[src/rtl/intersection_phase_scheduler.sv]
// Round-robin green-phase scheduler for an N-approach intersection.
// Each handover runs green -> yellow -> all-red on a prescaled tick. Approach 0
// is the home approach and rests in green when nobody else is waiting. An
// emergency pre-emption input forces the junction to all-red and holds it there.
module intersection_phase_scheduler #(
   parameter int N_APPR    = 4,
   parameter int TICK_DIV  = 4,
   parameter int GREEN_MIN = 10,
   parameter int GREEN_MAX = 30,
   parameter int YELLOW_T  = 3,
   parameter int ALLRED_T  = 1,
   parameter int CNT_W     = 8,
   localparam int AW       = (N_APPR > 1) ? $clog2(N_APPR) : 1
) (
   input  logic                  clk,
   input  logic                  rst,
   input  logic [N_APPR-1:0]     req,
   input  logic                  preempt,
   output logic [2*N_APPR-1:0]   sig,
   output logic [AW-1:0]         active,
   output logic [1:0]            phase,
   output logic                  grant_pulse
);

   localparam int PW = (TICK_DIV > 1) ? $clog2(TICK_DIV) : 1;

   localparam logic [PW-1:0]    P_LAST      = PW'(TICK_DIV - 1);
   localparam logic [CNT_W-1:0] T_GMIN_LAST = CNT_W'(GREEN_MIN - 1);
   localparam logic [CNT_W-1:0] T_GMAX_LAST = CNT_W'(GREEN_MAX - 1);
   localparam logic [CNT_W-1:0] T_GMAX      = CNT_W'(GREEN_MAX);
   localparam logic [CNT_W-1:0] T_YEL_LAST  = CNT_W'(YELLOW_T - 1);
   localparam logic [CNT_W-1:0] T_AR_LAST   = CNT_W'(ALLRED_T - 1);

   // Encoding doubles as the phase output code.
   typedef enum logic [1:0] {
      S_GREEN   = 2'b00,
      S_YELLOW  = 2'b01,
      S_ALL_RED = 2'b10
   } state_t;

   state_t             state, state_n;
   logic [PW-1:0]      presc;
   logic [CNT_W-1:0]   timer;
   logic [AW-1:0]      active_n, next_owner, idx;
   logic [N_APPR-1:0]  other_mask;
   logic               tick, other_req, green_done, found;

   // Lamp pattern for a given phase and owner: only the owner may be non-red.
   function automatic logic [2*N_APPR-1:0] lamp_decode(input state_t st,
                                                       input logic [AW-1:0] owner);
      logic [2*N_APPR-1:0] v;
      v = '1;
      for (int k = 0; k < N_APPR; k++) begin
         if (AW'(k) == owner) begin
            case (st)
               S_GREEN:  v[2*k +: 2] = 2'b01;
               S_YELLOW: v[2*k +: 2] = 2'b10;
               default:  v[2*k +: 2] = 2'b11;
            endcase
         end
      end
      return v;
   endfunction

   // Round-robin search starting after the current owner; the owner is tried last.
   always_comb begin
      // NOTE: every variable gets a default before any branch so no latch is inferred.
      next_owner = '0;
      found      = 1'b0;
      idx        = '0;
      for (int i = 1; i <= N_APPR; i++) begin
         idx = AW'((int'(active) + i) % N_APPR);
         if (!found && req[idx]) begin
            next_owner = idx;
            found      = 1'b1;
         end
      end
   end

   // Tick, competing-demand and green-exit qualifiers.
   always_comb begin
      tick               = (presc == P_LAST);
      other_mask         = req;
      other_mask[active] = 1'b0;
      other_req          = |other_mask;
      // The max-green test uses >= so a timer already saturated at GREEN_MAX
      // still yields to a late-arriving competitor.
      green_done = tick && (timer >= T_GMIN_LAST) &&
                   ((other_req && !req[active]) ||
                    (other_req && (timer >= T_GMAX_LAST)) ||
                    ((active != '0) && (req == '0)));
   end

   // Next phase and next owner.
   always_comb begin
      state_n  = state;
      active_n = active;
      case (state)
         S_GREEN: begin
            if (preempt || green_done) state_n = S_YELLOW;
         end
         S_YELLOW: begin
            if (tick && (timer == T_YEL_LAST)) state_n = S_ALL_RED;
         end
         S_ALL_RED: begin
            if (!preempt && tick && (timer == T_AR_LAST)) begin
               state_n  = S_GREEN;
               active_n = next_owner;
            end
         end
         default: state_n = S_ALL_RED;
      endcase
   end

   // State, timing and registered outputs; outputs are decoded from the next
   // state so they change on the same edge as the state itself.
   always_ff @(posedge clk or posedge rst) begin
      if (rst) begin
         state       <= S_ALL_RED;
         active      <= '0;
         timer       <= '0;
         presc       <= '0;
         sig         <= '1;
         phase       <= S_ALL_RED;
         grant_pulse <= 1'b0;
      end else begin
         // NOTE: non-blocking assignments so every register sees pre-edge values.
         presc <= (presc == P_LAST) ? '0 : presc + 1'b1;
         state <= state_n;
         active <= active_n;
         if (state_n != state) begin
            timer <= '0;
         end else if ((state == S_ALL_RED) && preempt) begin
            // Clearance restarts from zero once pre-emption is released.
            timer <= '0;
         end else if (tick && (timer != T_GMAX)) begin
            timer <= timer + 1'b1;
         end
         sig         <= lamp_decode(state_n, active_n);
         phase       <= state_n;
         grant_pulse <= (state_n == S_GREEN) && (state != S_GREEN);
      end
   end

endmodule

[config.mk]
export PLATFORM = sky130hd
export DESIGN_NAME = intersection_phase_scheduler
export DESIGN_NICKNAME = d
export VERILOG_FILES = /design/src/rtl/intersection_phase_scheduler.sv
export SDC_FILE = /design/constraint.sdc
export NUM_CORES = 1
export LEC_CHECK = 0
export BUFFER_PORTS_ARGS = -buffer_cell sky130_fd_sc_hd__buf_2
export CAP_MARGIN = 20
export CORE_MARGIN = 2
export CORE_UTILIZATION = 35
export DETAILED_ROUTE_END_ITERATION = 10
export SYNTH_ARGS = -nofsm -noshare
export SYNTH_HDL_FRONTEND = slang
export SYNTH_SLANG_ARGS = --single-unit
[constraint.sdc]
create_clock -name clk -period 3.5 [get_ports clk]
set_input_delay 0.35 -clock clk [delete_from_list [all_inputs] [get_ports clk]]
set_output_delay 0.35 -clock clk [all_outputs]
set_load 0.01 [all_outputs]
==> results of run 1 <==
[cells in the final DEF, fill, tap and decap left out, types with 5 or more instances in the layout]
cell type and n:
buf_2 19, dfstp_2 9, nand2b_1 5, nand2_1 5
nor2_1 16, nand3_1 7, dfrtp_1 14, inv_1 9
ha_1 10
[final timing paths]
path | start | end | slack, ns | cells after the start
hold reg to reg | presc[0]$_DFF_PP0_ | presc[0]$_DFF_PP0_ | 0.44 | 1
hold / removal | rst | state[0]$_DFF_PP0_ | 0.24 | 2
setup / recovery | active[0]$_DFF_PP0_ | sig[2]$_DFF_PP1_ | 0.46 | 8
min in group clk | preempt | grant_pulse$_DFF_PP0_ | 0.36 | 2
max in group asynchronous | rst | timer[5]$_DFFE_PP0P_ | 2.74 | 2
setup reg to reg | active[0]$_DFF_PP0_ | sig[2]$_DFF_PP1_ | 0.46 | 8
[worst max-delay path, cell delays in order (launching register included)]
cell      delay [ns]
dfrtp_1         0.65
inv_1           0.14
ha_1            0.45
mux4_1          0.61
o21a_1          0.20
a211oi_2        0.19
a21oi_1         0.06
mux2_4          0.30
or3b_1          0.37
[sequential cells by signal (all words and copies together), names as in the netlist]
| signal | count |
|---|---|
| presc | 2 |
| grant_pulse | 1 |
| active | 2 |
| timer | 8 |
| sig | 8 |
| state | 2 |
[power breakdown]
part / leakage (nW) / internal [mW] / switching (mW)
clock network: 0.0255 / 0.0795 / 0.0861
registers: 0.280 / 0.349 / 0.0768
logic: 0.374 / 0.251 / 0.282
[layer usage]
| metal | GRT usage [%] | up-vias |
|---|---|---|
| met5 | 0 | - |
| met4 | 2.30 | 0 |
| met3 | 3.00 | 2 |
| met2 | 21.8 | 19 |
| met1 | 18.0 | 488 |
| li1 | - | 511 |
[logic make-up (layout without fill, tap and decap cells)]
| family | after synthesis | count (layout) | share of synthesized area, % |
|---|---|---|---|
| AND/OR/NAND/NOR | 53 | 53 | 21.0 |
| buffers and inverters | 12 | 32 | 4.27 |
| AO/OA/AOI/OAI | 20 | 20 | 10.7 |
| adder cells (fa/ha/maj) | 10 | 10 | 8.90 |
| XOR/XNOR | 7 | 7 | 4.36 |
| multiplexers | 6 | 6 | 8.99 |
| flip-flops | 23 | 23 | 41.8 |
[stage by stage]
step                      cells  power [mW]  instance area (um2)  setup slack (ns)  hold slack (ns)
final                       201        1.12                 1580             0.461            0.241
after detailed placement    197       0.965                 1540             0.486            0.430
after global routing        201        1.22                 1580             0.248            0.314
after global placement      197       0.943                 1540             0.588            0.414
after floorplan             131       0.844                 1410             0.749            0.345
after CTS                   201        1.14                 1580             0.453            0.264
[cell type report]
class,count,share of cell area [%]
Sequential cell,23,37.1
Tap cell,50,3.95
Inverter,9,2.13
Timing Repair Buffer,19,6.01
Clock inverter,1,0.316
Clock buffer,3,2.61
Multi-Input combinational cell,96,47.9
==> summary.txt, run 1 <==
Run status
  – Outcome: finished, final reports clean

Cells and area
  – FF+latch area: a little under 600 um2
  – Fill cells: roughly 390
  – Post-layout util: approximately 40%
  – Area growth, synth to finish: 12.6%
  – # nets final: between 150 and 200
  – Ant. Diodes: 0
  – Layout cells sized above 1: between 20% and 30%
  – Footprint of the multi-input gates: 758 um2

Setup path
  – CP required: roughly 3.7 ns
  – Max Fanout on Critical Path: 14
  – Crit end category: flop
  – CP arrival: 3.23 ns
  – Worst Setup Path Type: reg2reg
  – CP startpoint kind: flop

Drt
  – Routed wire length per instance: 13.8 um
  – Routed WL: 2.78 mm
  – Highest routed metal layer: met4
  – Antenna-violating nets left: 0
  – Number of remaining DRC errors: 0
  – Via count: a little over 1000
  – Drt pass-1 iters: 4
  – Met3 routed WL: about 120 um
  – WL met1: roughly 1.3 mm
  – DR iter-0 viols: roughly 110
  – Vias per std cell: a little over 5
  – Met2 routed WL: roughly 1.3 mm

Clocking
  – Htree depth: 1
  – Hold-fix buffers, CTS: 0
  – # Post-CTS Setup Buffers: 0
  – Clock-pin slew on the worst setup and hold paths: about 0.08 ns
  – CTS tree: yes
  – CTS root buf: clkbuf_8
  – Post-CTS sizing: 0
  – Total CTS buffers: 3
  – Clk_lat worst skew: 0.26 ns
  – TritonCTS Sinks: 23
  – Clock Tree Buf Depth: 2

Synthesis
  – Synth async-reset ratio: 100%
  – Post-synth top area share: roughly a quarter
  – Unique cell type count in the Yosys netlist: 39
  – Main flop type after synthesis: dfrtp_1
  – Synth Cell Area: around 0.0014 mm2
  – Most common cell in the netlist: nor2_1
  – YS warnings: 0
  – Post-synthesis sequential element count: 23
  – Post-synth EDFFs: 0
  – Post-synth top cells: nor2_1, dfrtp_1, ha_1, dfstp_2, inv_1
  – Syn Inst Count: around 130
  – Sequential area share after synthesis: about two fifths
  – Syn avg cell area: 10.7 um2
  – Post-synth top area cell: dfrtp_1
  – Largest cells by area after synthesis: dfrtp_1, dfstp_2, ha_1
  – Net count after synthesis: between 100 and 150

GRT
  – Largest net degree at the start of global routing: 24
  – Initial antenna violation count: 0
  – Grt total ovfl: 0
  – Total GRT Usage: between 10% and 20%
  – Global-route wire length before repair: approximately 4.5 mm
  – Vias in the first global route: approximately 960

Floorplanning
  – Initial Util: 35.6%
  – FP Rows: 23
  – Core ar.: 0.00394 mm2
  – Die W: between 60 and 70 um
  – Die Height: between 60 and 70 um
  – Die ar.: approximately 0.0045 mm2
  – # IOs: 20

Pwr
  – P per Cell Area: between 700 and 800 mW/mm2
  – Worst vdd ir: between 0.3 and 0.4 mV
  – P_leak: 0.679 nW

Timing
  – Final Cycle Share: about 87%
  – Final setup vio count: 0
  – Min Clock Period, post-route: 3.04 ns
  – Setup TNS: 0 ns
  – Hold Vio Cnt, Final: 0
  – Slew HR: between 40% and 50%
  – Fmax: roughly 330 MHz
  – Count of pins over their slew limit: 0
  – Worst clock skew: about 0.0038 ns
  – Least-Margin Pin Slew: ~0.84 ns
  – RSZ-0062 raised after global routing: no

Placement
  – DP Wirelength: 2.12 mm
  – Final GP Congestion: ~0.84
  – IO Port Bufs: 19

Hold path
  – Worst Hold Class: in2async

Job
  – Max-Cap Viols: 0
No activity file was read; power rests on OpenSTA's default activity.
==> inputs of run 2 (changes only) <==
Settings changed: CELL_PAD_IN_SITES_DETAIL_PLACEMENT set to 1, CELL_PAD_IN_SITES_GLOBAL_PLACEMENT set to 1, PLACE_DENSITY_LB_ADDON set to 0.1.
==> run 2 against run 1 <==
Against the previous run: first-iteration DRC count down 59%; wire length grew 6.2%; non-clock buffer count up 1; maximum frequency is 6.2% higher.
==> summary.txt, run 2 (synthesis gave the netlist of run 1 again) <==
Timing
  – Count of pins over their slew limit: 0 (unchanged)
  – Setup TNS: 0 ns (unchanged)
  – Hold Vio Cnt, Final: 0 (unchanged)
  – RSZ-0062 raised after global routing: no (unchanged)
  – Min Clock Period, post-route: 2.86 ns (was 3.04 ns)
  – Final setup vio count: 0 (unchanged)
  – Worst clock skew: 0.00169 ns (was 0.00382 ns)
  – Least-Margin Pin Slew: 0.823 ns (was 0.840 ns)
  – Slew HR: 45.1% (was 44.0%)
  – Final Cycle Share: 81.7% (was 86.8%)
  – Fmax: 350 MHz (was 329 MHz)

Clocking
  – TritonCTS Sinks: 23 (unchanged)
  – # Post-CTS Setup Buffers: 0 (unchanged)
  – Clock-pin slew on the worst setup and hold paths: 0.08 ns (about the same)
  – Clock Tree Buf Depth: 2 (unchanged)
  – Clk_lat worst skew: 0.26 ns (about the same)
  – Post-CTS sizing: 0 (unchanged)
  – CTS tree: yes (unchanged)
  – Htree depth: 1 (unchanged)
  – Total CTS buffers: 3 (unchanged)
  – CTS root buf: clkbuf_8 (unchanged)
  – Hold-fix buffers, CTS: 0 (unchanged)

Floorplanning
  – Die W: 67.4 um (unchanged)
  – # IOs: 20 (unchanged)
  – FP Rows: 23 (unchanged)
  – Die ar.: 0.00454 mm2 (unchanged)
  – Core ar.: 0.00394 mm2 (unchanged)
  – Initial Util: 35.6% (unchanged)
  – Die Height: 67.4 um (unchanged)

Setup path
  – CP arrival: 3.05 ns (was 3.23 ns)
  – CP startpoint kind: flop (unchanged)
  – R2r setup slk: 0.64 ns (was 0.46 ns)
  – Crit end category: flop (unchanged)
  – Worst Setup Path Type: reg2reg (unchanged)
  – FF-to-FF End: sig[2]$_DFF_PP1_ (unchanged)
  – CP required: 3.69 ns (about the same)
  – Reg2reg path depth: 8 (unchanged)
  – Max Fanout on Critical Path: 9 (was 14)
  – Origin of the critical flop-to-flop path: active[1]$_DFF_PP0_ (was active[0]$_DFF_PP0_)

GRT
  – Grt total ovfl: 0 (unchanged)
  – Total GRT Usage: 14.9% (was 13.2%)
  – Vias in the first global route: 1055 (was 959)
  – Global-route wire length before repair: 5.09 mm (was 4.48 mm)
  – Largest net degree at the start of global routing: 24 (unchanged)
  – Initial antenna violation count: 0 (unchanged)

Cells and area
  – Layout cells sized above 1: 27.6% (was 27.2%)
  – FF+latch area: 587 um2 (unchanged)
  – Footprint of the multi-input gates: 758 um2 (unchanged)
  – Commonest non-fill, non-tap cells in the layout: buf_2, nor2_1, dfrtp_1 (unchanged)
  – Commonest non-fill, non-tap cell in the layout: buf_2 (unchanged)
  – Area growth, synth to finish: 13.2% (was 12.6%)
  – Ant. Diodes: 0 (unchanged)
  – Largest registers: sig x8, timer x8 (unchanged)
  – Fill cells: 457 (was 385)
  – # nets final: 170 (was 169)

Job
  – Max-Cap Viols: 0 (unchanged)

Pwr
  – P per Cell Area: 713 mW/mm2 (was 710 mW/mm2)
  – P_leak: 0.684 nW (was 0.679 nW)
  – Total power: 1.13 mW (was 1.12 mW)
  – Worst vdd ir: 0.236 mV (was 0.359 mV)

Drt
  – Number of remaining DRC errors: 0 (unchanged)
  – Vias per std cell: 5.16 (was 5.07)
  – Routed WL: 2.95 mm (was 2.78 mm)
  – Drt pass-1 iters: 4 (unchanged)
  – Routed wire length per instance: 14.6 um (was 13.8 um)
  – DR iter-0 viols: 44 (was 107)
  – Antenna-violating nets left: 0 (unchanged)
  – Via count: 1042 (was 1020)

Hold path
  – Worst Hold Class: in2async (unchanged)

Placement
  – DP Wirelength: 2.26 mm (was 2.12 mm)
  – IO Port Bufs: 19 (unchanged)
  – Final GP Congestion: 0.782 (was 0.843)

Run status
  – Outcome: finished, final reports clean (unchanged)
-- run 2: how the worst max path moves through the flow --
stage	from	to	slack, ns	cells past startpoint
2_1_floorplan	active[0]$_DFF_PP0_	sig[2]$_DFF_PP1_	0.75	10
3_3_place_gp	active[1]$_DFF_PP0_	sig[2]$_DFF_PP1_	0.74	8
3_5_place_dp	active[1]$_DFF_PP0_	sig[3]$_DFF_PP1_	0.68	8
4_1_cts	active[1]$_DFF_PP0_	sig[3]$_DFF_PP1_	0.65	8
5_1_grt	active[1]$_DFF_PP0_	sig[2]$_DFF_PP1_	0.45	8
6_report	active[1]$_DFF_PP0_	sig[2]$_DFF_PP1_	0.64	8
-- run 2: worst max-delay path, stage by stage, from the launching register on --
cell and delay, ns:
dfrtp_1 0.49, inv_1 0.13, ha_1 0.46, mux4_1 0.62, o21a_1 0.20, a211oi_2 0.18
a21oi_1 0.06, mux2_4 0.30, or3b_1 0.35
-- run 2: stage by stage --
stage	util [%]	hold WS (ns)	instances	worst slack [ns]	instance area, um2
floorplan	-	0.345	131	0.749	1410
finish	40.3	0.237	202	0.640	1590
global route	40.3	0.301	202	0.453	1590
global placement	39.2	0.415	198	0.735	1540
detailed placement	39.2	0.456	198	0.676	1540
CTS	40.3	0.276	202	0.652	1590
-- run 2: power by group --
part           internal, mW  total (mW)  switching, mW
clock                0.0794       0.164         0.0847
sequential            0.349       0.405         0.0552
combinational         0.259       0.566          0.307
total                 0.687        1.13          0.447
-- run 2: cell type report --
cell class	count	area share (%)
Multi-Input combinational cell	96	47.7
Sequential cell	23	36.9
Timing Repair Buffer	20	6.45
Tap cell	50	3.93
Clock buffer	3	2.60
Inverter	9	2.12
Clock inverter	1	0.315
-- run 2: per-layer routing --
layer  GRT usage, %  routed length [um]
met3           3.67                  96
met2           24.4                1380
met1           20.5                1460
met4           2.30                  10
met5              0                   0
